`config.mk`:
```
export PLATFORM = sky130hd
export DESIGN_NAME = arb_agent_flat
export DESIGN_NICKNAME = d
export VERILOG_FILES = /design/src/rtl/arb_agent_pkg.sv /design/src/rtl/arb_agent_if.sv /design/src/rtl/sync_fifo.sv /design/src/rtl/arb_agent.sv /design/src/flat_wrapper.sv
export SDC_FILE = /design/constraint.sdc
export NUM_CORES = 1
export LEC_CHECK = 0
export BUFFER_PORTS_ARGS = -buffer_cell sky130_fd_sc_hd__buf_2
export CAP_MARGIN = 15
export CORE_ASPECT_RATIO = 1.75
export CORE_MARGIN = 1
export CORE_UTILIZATION = 50
export CTS_CLUSTER_SIZE = 12
export DETAILED_ROUTE_END_ITERATION = 10
export HOLD_SLACK_MARGIN = 0.1
export PLACE_DENSITY = 0.72
export SLEW_MARGIN = 20
export SYNTH_ARGS = -nofsm -noshare
export SYNTH_HDL_FRONTEND = slang
export SYNTH_SLANG_ARGS = --single-unit
```
`constraint.sdc`:
```
create_clock -name clk -period 6.6 [get_ports clk]
set_input_delay 1.65 -clock clk [delete_from_list [all_inputs] [get_ports clk]]
set_output_delay 1.65 -clock clk [all_outputs]
set_load 0.02 [all_outputs]
```
`src/rtl/arb_agent_pkg.sv`:
```
// Shared constants for the round-robin arbiter agent: state encodings,
// port count and small state-decoding helpers.
package arb_agent_pkg;

  localparam int ARB_PORTS = 4;

  localparam logic [1:0] AGT_IDLE = 2'd0;
  localparam logic [1:0] AGT_REQ  = 2'd1;
  localparam logic [1:0] AGT_XFER = 2'd2;
  localparam logic [1:0] AGT_END  = 2'd3;

  function automatic logic agt_requesting(input logic [1:0] st);
    return (st == AGT_REQ) || (st == AGT_XFER);
  endfunction

  function automatic logic agt_busy(input logic [1:0] st);
    return st != AGT_IDLE;
  endfunction

endpackage

```
`src/rtl/arb_agent_if.sv`:
```
// Arbiter handshake plus shared-bus beat signals seen by one agent.
// master = agent side, slave = arbiter/bus/local-source side.
interface arb_agent_if #(
  parameter int DATA_W = 32,
  parameter int ADDR_W = 16
) ();

  logic              request;
  logic              grant;
  logic              end_transaction;
  logic              bus_valid;
  logic              bus_ready;
  logic [ADDR_W-1:0] bus_addr;
  logic [DATA_W-1:0] bus_data;
  logic [DATA_W-1:0] data_in;
  logic              data_pop;

  modport master (
    output request, end_transaction, bus_valid, bus_addr, bus_data, data_pop,
    input  grant, bus_ready, data_in
  );

  modport slave (
    input  request, end_transaction, bus_valid, bus_addr, bus_data, data_pop,
    output grant, bus_ready, data_in
  );

endinterface

```
`src/rtl/sync_fifo.sv`:
```
// Show-ahead synchronous FIFO holding queued burst commands; dout is the
// current head whenever empty is low.
module sync_fifo #(
  parameter int WIDTH = 20,
  parameter int DEPTH = 4
) (
  input  logic             clk,
  input  logic             rstb,
  input  logic             push,
  input  logic             pop,
  input  logic [WIDTH-1:0] din,
  output logic [WIDTH-1:0] dout,
  output logic             full,
  output logic             empty
);

  localparam int PW = $clog2(DEPTH);

  logic [WIDTH-1:0] mem_q [DEPTH];
  logic [PW:0]      wr_q;
  logic [PW:0]      rd_q;

  // Pointers carry one extra wrap bit so full and empty are distinguishable.
  always_ff @(posedge clk or negedge rstb) begin
    if (!rstb) begin
      wr_q <= '0;
      rd_q <= '0;
    end else begin
      if (push && !full)  wr_q <= wr_q + 1'b1;
      if (pop  && !empty) rd_q <= rd_q + 1'b1;
    end
  end

  always_ff @(posedge clk) begin
    if (push && !full) mem_q[wr_q[PW-1:0]] <= din;
  end

  assign empty = (wr_q == rd_q);
  assign full  = (wr_q[PW] != rd_q[PW]) && (wr_q[PW-1:0] == rd_q[PW-1:0]);
  assign dout  = mem_q[rd_q[PW-1:0]];

endmodule

```
`src/rtl/arb_agent.sv`:
```
// Requesting agent for one arbiter port: queues burst commands, requests
// the bus, drives the burst once granted and signals end of transaction.
module arb_agent
  import arb_agent_pkg::*;
#(
  parameter int DATA_W      = 32,
  parameter int ADDR_W      = 16,
  parameter int LEN_W       = 4,
  parameter int FIFO_DEPTH  = 4,
  parameter int GNT_TIMEOUT = 255
) (
  input  logic              clk,
  input  logic              rstb,
  input  logic              cmd_valid,
  output logic              cmd_ready,
  input  logic [ADDR_W-1:0] cmd_addr,
  input  logic [LEN_W-1:0]  cmd_len,
  output logic              gnt_timeout,
  output logic              xfer_abort,
  output logic              busy,
  arb_agent_if.master       bus
);

  localparam int CMD_W = ADDR_W + LEN_W;
  localparam int WC_W  = (GNT_TIMEOUT > 1) ? $clog2(GNT_TIMEOUT) : 1;
  localparam logic [WC_W-1:0] WAIT_LAST = WC_W'(GNT_TIMEOUT - 1);

  logic [1:0]        state_q, state_d;
  logic [ADDR_W-1:0] addr_q, addr_d;
  logic [LEN_W-1:0]  beats_q, beats_d;
  logic [WC_W-1:0]   wait_q, wait_d;
  logic              tout_q, tout_d;
  logic              abort_q, abort_d;

  logic              fifo_push;
  logic              fifo_pop;
  logic              fifo_full;
  logic              fifo_empty;
  logic [CMD_W-1:0]  fifo_dout;
  logic [DATA_W-1:0] beat_data;

  assign cmd_ready = !fifo_full;
  assign fifo_push = cmd_valid && cmd_ready;
  assign fifo_pop  = (state_q == AGT_IDLE) && !fifo_empty;

  sync_fifo #(
    .WIDTH (CMD_W),
    .DEPTH (FIFO_DEPTH)
  ) u_cmd_fifo (
    .clk   (clk),
    .rstb  (rstb),
    .push  (fifo_push),
    .pop   (fifo_pop),
    .din   ({cmd_addr, cmd_len}),
    .dout  (fifo_dout),
    .full  (fifo_full),
    .empty (fifo_empty)
  );

  // Losing grant mid-burst outranks a beat accepted in the same cycle.
  always_comb begin
    state_d = state_q;
    addr_d  = addr_q;
    beats_d = beats_q;
    wait_d  = wait_q;
    tout_d  = 1'b0;
    abort_d = 1'b0;
    case (state_q)
      AGT_IDLE: begin
        if (!fifo_empty) begin
          state_d = AGT_REQ;
          addr_d  = fifo_dout[CMD_W-1:LEN_W];
          beats_d = fifo_dout[LEN_W-1:0];
          wait_d  = '0;
        end
      end
      AGT_REQ: begin
        if (bus.grant) begin
          state_d = AGT_XFER;
        end else if (wait_q == WAIT_LAST) begin
          tout_d = 1'b1;
          wait_d = '0;
        end else begin
          wait_d = wait_q + 1'b1;
        end
      end
      AGT_XFER: begin
        if (!bus.grant) begin
          abort_d = 1'b1;
          state_d = AGT_IDLE;
        end else if (bus.bus_ready) begin
          addr_d  = addr_q + 1'b1;
          beats_d = beats_q - 1'b1;
          if (beats_q == '0) state_d = AGT_END;
        end
      end
      AGT_END:  state_d = AGT_IDLE;
      default:  state_d = AGT_IDLE;
    endcase
  end

  always_ff @(posedge clk or negedge rstb) begin
    if (!rstb) begin
      state_q <= AGT_IDLE;
      addr_q  <= '0;
      beats_q <= '0;
      wait_q  <= '0;
      tout_q  <= 1'b0;
      abort_q <= 1'b0;
    end else begin
      state_q <= state_d;
      addr_q  <= addr_d;
      beats_q <= beats_d;
      wait_q  <= wait_d;
      tout_q  <= tout_d;
      abort_q <= abort_d;
    end
  end

  assign beat_data           = bus.data_in;
  assign bus.bus_data        = beat_data;
  assign bus.request         = agt_requesting(state_q);
  assign bus.bus_valid       = (state_q == AGT_XFER);
  assign bus.end_transaction = (state_q == AGT_END);
  assign bus.bus_addr        = addr_q;
  assign bus.data_pop        = bus.bus_valid && bus.bus_ready;

  assign busy        = agt_busy(state_q);
  assign gnt_timeout = tout_q;
  assign xfer_abort  = abort_q;

endmodule
```
`src/flat_wrapper.sv`:
```
// flat-port wrapper written by rule: the top's interface ports become plain ports
module arb_agent_flat import arb_agent_pkg::*;
#(
  parameter int DATA_W      = 32,
  parameter int ADDR_W      = 16,
  parameter int LEN_W       = 4,
  parameter int FIFO_DEPTH  = 4,
  parameter int GNT_TIMEOUT = 255
)
  (clk, rstb, cmd_valid, cmd_ready, cmd_addr, cmd_len, gnt_timeout, xfer_abort, busy, bus_request, bus_end_transaction, bus_bus_valid, bus_bus_addr, bus_bus_data, bus_data_pop, bus_grant, bus_bus_ready, bus_data_in);
  arb_agent_if #(.DATA_W(DATA_W), .ADDR_W(ADDR_W)) bus_i ();
  input  logic clk;
  input  logic rstb;
  input  logic cmd_valid;
  output logic cmd_ready;
  input  logic [ADDR_W-1:0] cmd_addr;
  input  logic [LEN_W-1:0] cmd_len;
  output logic gnt_timeout;
  output logic xfer_abort;
  output logic busy;
  output wire logic [$bits(bus_i.request)-1:0] bus_request;
  output wire logic [$bits(bus_i.end_transaction)-1:0] bus_end_transaction;
  output wire logic [$bits(bus_i.bus_valid)-1:0] bus_bus_valid;
  output wire logic [$bits(bus_i.bus_addr)-1:0] bus_bus_addr;
  output wire logic [$bits(bus_i.bus_data)-1:0] bus_bus_data;
  output wire logic [$bits(bus_i.data_pop)-1:0] bus_data_pop;
  input wire logic [$bits(bus_i.grant)-1:0] bus_grant;
  input wire logic [$bits(bus_i.bus_ready)-1:0] bus_bus_ready;
  input wire logic [$bits(bus_i.data_in)-1:0] bus_data_in;
  assign bus_request = bus_i.request;
  assign bus_end_transaction = bus_i.end_transaction;
  assign bus_bus_valid = bus_i.bus_valid;
  assign bus_bus_addr = bus_i.bus_addr;
  assign bus_bus_data = bus_i.bus_data;
  assign bus_data_pop = bus_i.data_pop;
  assign bus_i.grant = bus_grant;
  assign bus_i.bus_ready = bus_bus_ready;
  assign bus_i.data_in = bus_data_in;
  arb_agent #(.DATA_W(DATA_W), .ADDR_W(ADDR_W), .LEN_W(LEN_W), .FIFO_DEPTH(FIFO_DEPTH), .GNT_TIMEOUT(GNT_TIMEOUT)) u_core (.clk(clk), .rstb(rstb), .cmd_valid(cmd_valid), .cmd_ready(cmd_ready), .cmd_addr(cmd_addr), .cmd_len(cmd_len), .gnt_timeout(gnt_timeout), .xfer_abort(xfer_abort), .busy(busy), .bus(bus_i));
endmodule
```
Word-level counts from Yosys, hierarchy flattened

Memory sizes are Yosys's and may differ from the RTL's.
Index checks and enable logic that the tools add are counted.

Logic and storage cells: 70
Bits in writable memories: 80
Bits in registers: 38
Memories: 1

Memories:

| memory                  | depth | bits a word | read ports | clocked after memory_dff | write ports | RTL line        | source |
|---|---|---|---|---|---|---|---|
| u_core.u_cmd_fifo.mem_q | 4     | 20          | 1          | 0                        | 1           | sync_fifo.sv:19 | `logic [WIDTH-1:0] mem_q [DEPTH];` |

Equal/unequal tests: 14
Mux-type cells: 25
Reduce and logical (&&, ||, !) cells: 17
Add/sub/neg operators: 5

Operators with widths:

| kind                                                                   | count |
|---|---|
| 16-bit two-way mux                                                     | 3 |
| 16-bit one-hot mux with 2 select lines                                 | 1 |
| 8-bit two-way mux                                                      | 3 |
| 16-bit by 1-bit adder with 16-bit output (second input constant)       | 1 |
| 8-bit one-hot mux with 2 select lines                                  | 1 |
| 4-bit two-way mux                                                      | 3 |
| 2-bit two-way mux                                                      | 5 |
| 2-bit != test (second input constant)                                  | 5 |
| 8-bit by 1-bit adder with 8-bit output (second input constant)         | 1 |
| 8-bit equality test (second input constant)                            | 1 |
| 2-bit one-hot mux with 4 select lines                                  | 1 |
| 4-bit one-hot mux with 2 select lines                                  | 1 |
| 4-bit AND reduction                                                    | 2 |
| 1-bit two-way mux                                                      | 7 |
| 3-bit by 1-bit adder with 3-bit output (second input constant)         | 2 |
| 1-bit logical AND                                                      | 6 |
| 3-bit != test (second input constant)                                  | 2 |
| 2-bit nonzero test                                                     | 3 |
| 2-bit equality test (second input constant)                            | 2 |
| 4-bit logical NOT                                                      | 1 |
| 4-bit by 1-bit subtractor with 4-bit output (second input constant)    | 1 |
| 3-bit equality test                                                    | 1 |
| 3-bit AND reduction                                                    | 1 |
| 2-bit by 1-bit equality test with 1-bit output (second input constant) | 1 |
| 5 further kinds                                                        | 6 |

Logic depth before layout (Yosys ltp)

Depth in word-level cells: 7
Depth in mapped cells: 9

Hierarchy

Synthesis repeated with hierarchy kept, for this count alone.

Cells, all modules: 418
Area, all modules: 5,676.7 um2

By module, submodules not included:

| module    | instances | cells each | sequential area each (um2) | area an instance (um2) |
|---|---|---|---|---|
| sync_fifo | 1         | 154        | 2,552.4                    | 3,397.0 |
| arb_agent | 1         | 264        | 800.8                      | 2,279.7 |

Worst setup path before layout

Ideal clock, no wire load.

Path type: register to output
From: register u_core.state_q[0]
To: output bus_data_pop
Arrival time: 1.911 ns
Setup slack: 3.039 ns
Cell stages (with the launch flop): 7
Path through: dfrtp_1 -> inv_1 -> ha_1 -> clkbuf_1 -> clkbuf_1 -> clkbuf_1 -> and2_1

Cells in the longest elaborated chain, start to end: 2

Ends and longest elaborated chain:

| item                   | RTL line           | source |
|---|---|---|
| start, declared        | arb_agent.sv:28    | `logic [1:0] state_q, state_d;` |
| start signal, assigned | arb_agent.sv:111   | `state_q <= state_d;` |
| 2-bit equality test    | arb_agent.sv:123   | `assign bus.bus_valid = (state_q == AGT_XFER);` |
| via bus_bus_valid      | flat_wrapper.sv:23 | `output wire logic [$bits(bus_i.bus_valid)-1:0] bus_bus_valid;` |
| 1-bit logical AND      | arb_agent.sv:126   | `assign bus.data_pop = bus.bus_valid && bus.bus_ready;` |
| end, declared          | flat_wrapper.sv:26 | `output wire logic [$bits(bus_i.data_pop)-1:0] bus_data_pop;` |

The timed path passes the listed nets, and every way through them passes these cells.

Final worst setup path

From: register u_core.state_q[0]
To: output bus_data_pop

Cells in the longest elaborated chain, start to end: 2

Ends and longest elaborated chain:

| item                | RTL line |
|---|---|
| 2-bit equality test | arb_agent.sv:123 |
| 1-bit logical AND   | arb_agent.sv:126 |

No other way between the ends.

==> impl_table.tex <==
\begin{tabular}{lr}
\hline
Metric & Value \\
\hline
\multicolumn{2}{l}{\textbf{Critical path}} \\
\quad Worst path required time & 4950 ps \\
\quad Critical setup path kind & reg -> out \\
\quad Critical Path Fanout Max & 55 \\
\quad Critical Path Max Stage Delay & 810 ps \\
\quad Slowest library cell on the worst path & sky130\_fd\_sc\_hd\_\_ha\_2 \\
\quad Worst path arrival time & 2160 ps \\
\quad Kind of capture point of the worst setup path & output pin \\
\quad Critical Path, Cell by Cell & inv\_1, ha\_2, and2\_1, buf\_2 \\
\quad Startpoint Class & flip-flop \\
\multicolumn{2}{l}{\textbf{STA}} \\
\quad Clock Skews & 17.0 ps \\
\quad Relative slew margins & 28.2\% \\
\quad Worst slew pin tran & 1080 ps \\
\quad Count of endpoints failing setup in the final report & 0 \\
\quad Maximum clock rate & 263 MHz \\
\quad Period Utilization, post-route & 57.7\% \\
\quad Hold WS & 495 ps \\
\quad Endpoints failing hold & 0 \\
\quad Minimum period implied by the final worst setup slack & 3810 ps \\
\quad TNS Setup & 0 ps \\
\quad Pins Over Slew Limit & 0 \\
\quad Unrepaired setup endpoints after global routing & no \\
\multicolumn{2}{l}{\textbf{Cells and area}} \\
\quad Synth-to-layout area growth & 12.5\% \\
\quad Number of inserted filler cells in the final layout & 881 \\
\quad Top library cells by usage in the layout, fill and taps aside & 80 x sky130\_fd\_sc\_hd\_\_edfxtp\_1, 48 x sky130\_fd\_sc\_hd\_\_buf\_2, 38 x sky130\_fd\_sc\_hd\_\_dfrtp\_1, 28 x sky130\_fd\_sc\_hd\_\_nand2\_1, 22 x sky130\_fd\_sc\_hd\_\_nand3\_1 \\
\quad Most common cell after layout, fill and taps aside & sky130\_fd\_sc\_hd\_\_edfxtp\_1 \\
\quad Fraction of layout cells with a size suffix above 1 & 25.2\% \\
\quad Number of diodes added for antenna fixing & 0 \\
\quad Final Instance Count excl. Fillers & 554 \\
\quad \# nets final & 483 \\
\multicolumn{2}{l}{\textbf{Power and ir drop}} \\
\quad Peak ir drop on the vdd network & 244 µV \\
\quad Leakage & 0.00233 µW \\
\quad Pwr dens & 521 nW/µm² \\
\multicolumn{2}{l}{\textbf{Place}} \\
\quad Routability-driven placement congestion ratio & 0.802 \\
\quad Cell total after placement & 524 \\
\quad Detailed placer's ending HPWL & 6640 µm \\
\quad Number of input and output port buffers inserted & 48 \\
\multicolumn{2}{l}{\textbf{Detailed routing}} \\
\quad Final routed wire length divided by cell count & 18.5 µm \\
\quad Final wirelength & 10300 µm \\
\quad 1st-iter DRT viols & 127 \\
\quad Drt via density & 5.76 \\
\quad Number of nets with antenna violations after routing & 0 \\
\quad Via count & 3190 \\
\quad Drt pass-1 iters & 4 \\
\quad Post-route DRC violation count & 0 \\
\multicolumn{2}{l}{\textbf{Synth}} \\
\quad Leading register cell type out of synthesis & sky130\_fd\_sc\_hd\_\_edfxtp\_1 \\
\quad Post-synth EDFFs & 80 \\
\quad Share of async-settable or async-resettable flops after synthesis & 32.2\% \\
\quad Mean instance size in the synthesized netlist & 13.8 µm² \\
\quad Share of synthesized area occupied by flip-flops and latches & 61.9\% \\
\quad Post-Synthesis Cells & 393 \\
\quad Total standard cell area after synthesis & 5420 µm² \\
\quad Largest family of logic cells by synthesized area & simple AND/OR/NAND/NOR gates \\
\quad Xor/xnor share of the synthesized area & 1.94\% \\
\quad Synthesis warning total & 0 \\
\quad Share of synthesized cell area in and, or, nand and nor gates & 10.0\% \\
\quad Adder-Cell Fraction of Synth Area & 3.00\% \\
\quad Synthesized-area fraction occupied by ao, oa, aoi and oai cells & 7.16\% \\
\quad Net count after synthesis & 463 \\
\quad Count of state elements after synthesis & 118 \\
\quad Yosys cell types & 43 \\
\quad Mux contribution to synthesized area & 9.26\% \\
\multicolumn{2}{l}{\textbf{Outcome}} \\
\quad Status & completed \\
\multicolumn{2}{l}{\textbf{CTS}} \\
\quad Clock slew at reported path FFs & 60 ps \\
\quad Setup fix buffers added after clock tree synthesis & 0 \\
\quad Max Buffers Root-to-Sink & 2 \\
\quad Number of levels the H-tree was split into & 4 \\
\quad Resized cells post-CTS & 0 \\
\quad Clock tree from TritonCTS & built \\
\quad Clock sinks & 118 \\
\quad Source-to-sink clock delay at the later pin of the worst-skew pair & 410 ps \\
\quad CTS buffer count & 17 \\
\quad Number of hold-repair buffers added at the cts stage & 0 \\
\quad Clock root cell & sky130\_fd\_sc\_hd\_\_clkbuf\_16 \\
\multicolumn{2}{l}{\textbf{Floorplanning}} \\
\quad I/O pins & 113 \\
\quad Starting Density & 51.0\% \\
\quad FP Rows & 50 \\
\quad Chip Width & 80.7 µm \\
\quad DIE HEIGHT & 140 µm \\
\quad Area of the core region & 10600 µm² \\
\quad Full die area & 11300 µm² \\
\multicolumn{2}{l}{\textbf{GRT}} \\
\quad Final global-route overflow total & 0 \\
\quad Largest net degree at the start of global routing & 56 \\
\quad Via count of the first global-routing pass & 3348 \\
\quad Number of antenna violations at the first check in global routing & 0 \\
\quad Global-route usage over all layers & 20.0\% \\
\quad Global-route wire length before repair & 16500 µm \\
\multicolumn{2}{l}{\textbf{Hold path}} \\
\quad Path class of the lowest-slack min-delay path & reg -> reg \\
\multicolumn{2}{l}{\textbf{Job}} \\
\quad Number of max-cap violations & 0 \\
\hline
\end{tabular}
layer usage:
metal,up-vias,wire length [µm],track usage [%]
li1,1477,-,-
met1,1611,4050,22.2
met2,86,5670,34.7
met3,16,437,6.30
met4,0,116,7.61
met5,-,0,0
registers in the layout (all words and copies together), names as in the netlist:
name                     cells
u_core.beats_q               4
u_core.bus.bus_addr         16
u_core.gnt_timeout           1
u_core.state_q               2
u_core.u_cmd_fifo.mem_q     80
u_core.u_cmd_fifo.rd_q       3
u_core.u_cmd_fifo.wr_q       3
u_core.wait_q                8
u_core.xfer_abort            1
power by group:
group	switching, µW	internal (µW)	leakage [µW]	total (µW)
clock network	320	589	0.000276	909
registers	169	1020	0.00119	1190
logic	625	452	0.000866	1080
through the flow:
stage / area [µm²] / setup WS [ps] / total power (µW) / utilization [%]
6_report: 6090 / 2790 / 3170 / 57.3
5_1_grt: 6090 / 2660 / 3350 / 57.3
4_1_cts: 6090 / 2780 / 3200 / 57.3
3_5_place_dp: 5510 / 2890 / 2280 / 51.8
3_3_place_gp: 5510 / 2900 / 2230 / 51.8
2_1_floorplan: 5420 / 3040 / 2020 / -
cells by family (layout without fill, tap and decap cells):
family / count (synthesis) / count (layout)
flops: 118 / 118
simple gates: 105 / 105
compound gates: 61 / 61
buf+inv: 59 / 90
mux: 25 / 25
fa+ha+maj: 13 / 13
xor+xnor: 12 / 12
layout make-up:
class	count	area [µm²]	share of cell area (%)
Tap cell	130	163	2.67
Clock inverter	12	156	2.57
Timing Repair Buffer	49	248	4.06
Sequential cell	118	3350	55.0
Inverter	11	41.3	0.677
Clock buffer	18	429	7.04
Multi-Input combinational cell	216	1700	28.0
synth_stat cells (11+ instances only):
| library cell | number | area share, % |
|---|---|---|
| sky130_fd_sc_hd__edfxtp_1 | 80 | 44 |
| sky130_fd_sc_hd__dfrtp_1 | 38 | 18 |
| sky130_fd_sc_hd__buf_4 | 33 | 4.6 |
| sky130_fd_sc_hd__nand2_1 | 28 | 1.9 |
| sky130_fd_sc_hd__nand3_1 | 22 | 2.0 |
| sky130_fd_sc_hd__mux4_2 | 20 | 8.3 |
| sky130_fd_sc_hd__a21oi_1 | 18 | 1.7 |
| sky130_fd_sc_hd__o21ai_0 | 18 | 1.7 |
| sky130_fd_sc_hd__ha_1 | 13 | 3.0 |
| sky130_fd_sc_hd__and3_1 | 11 | 1.3 |
| sky130_fd_sc_hd__inv_1 | 11 | 0.76 |
| sky130_fd_sc_hd__nor2_1 | 11 | 0.76 |
critical path, delay by kind of cell (launching register included):
family	cells	cell delay (ps)
buffers and inverters	2	260
DFF	1	420
and+or+nand+nor	1	230
adders and majority gates	1	810
worst paths after layout:
| kind | start | end | slack [ps] | cells after the start |
|---|---|---|---|---|
| worst max register to register | u_core.u_cmd_fifo.rd_q[1] | u_core.u_cmd_fifo.mem_q[3][7] | 3500 | 4 |
| min in group asynchronous | rstb | u_core.state_q[1] | 1360 | 1 |
| worst max-delay path | u_core.state_q[0] | bus_data_pop | 2790 | 4 |
| worst min register to register | u_core.beats_q[0] | u_core.beats_q[0] | 490 | 2 |
| worst min-delay path | u_core.beats_q[0] | u_core.beats_q[0] | 490 | 2 |
| max in group asynchronous | rstb | u_core.bus.bus_addr[3] | 4680 | 1 |
No activity file was read; power rests on OpenSTA's default activity.
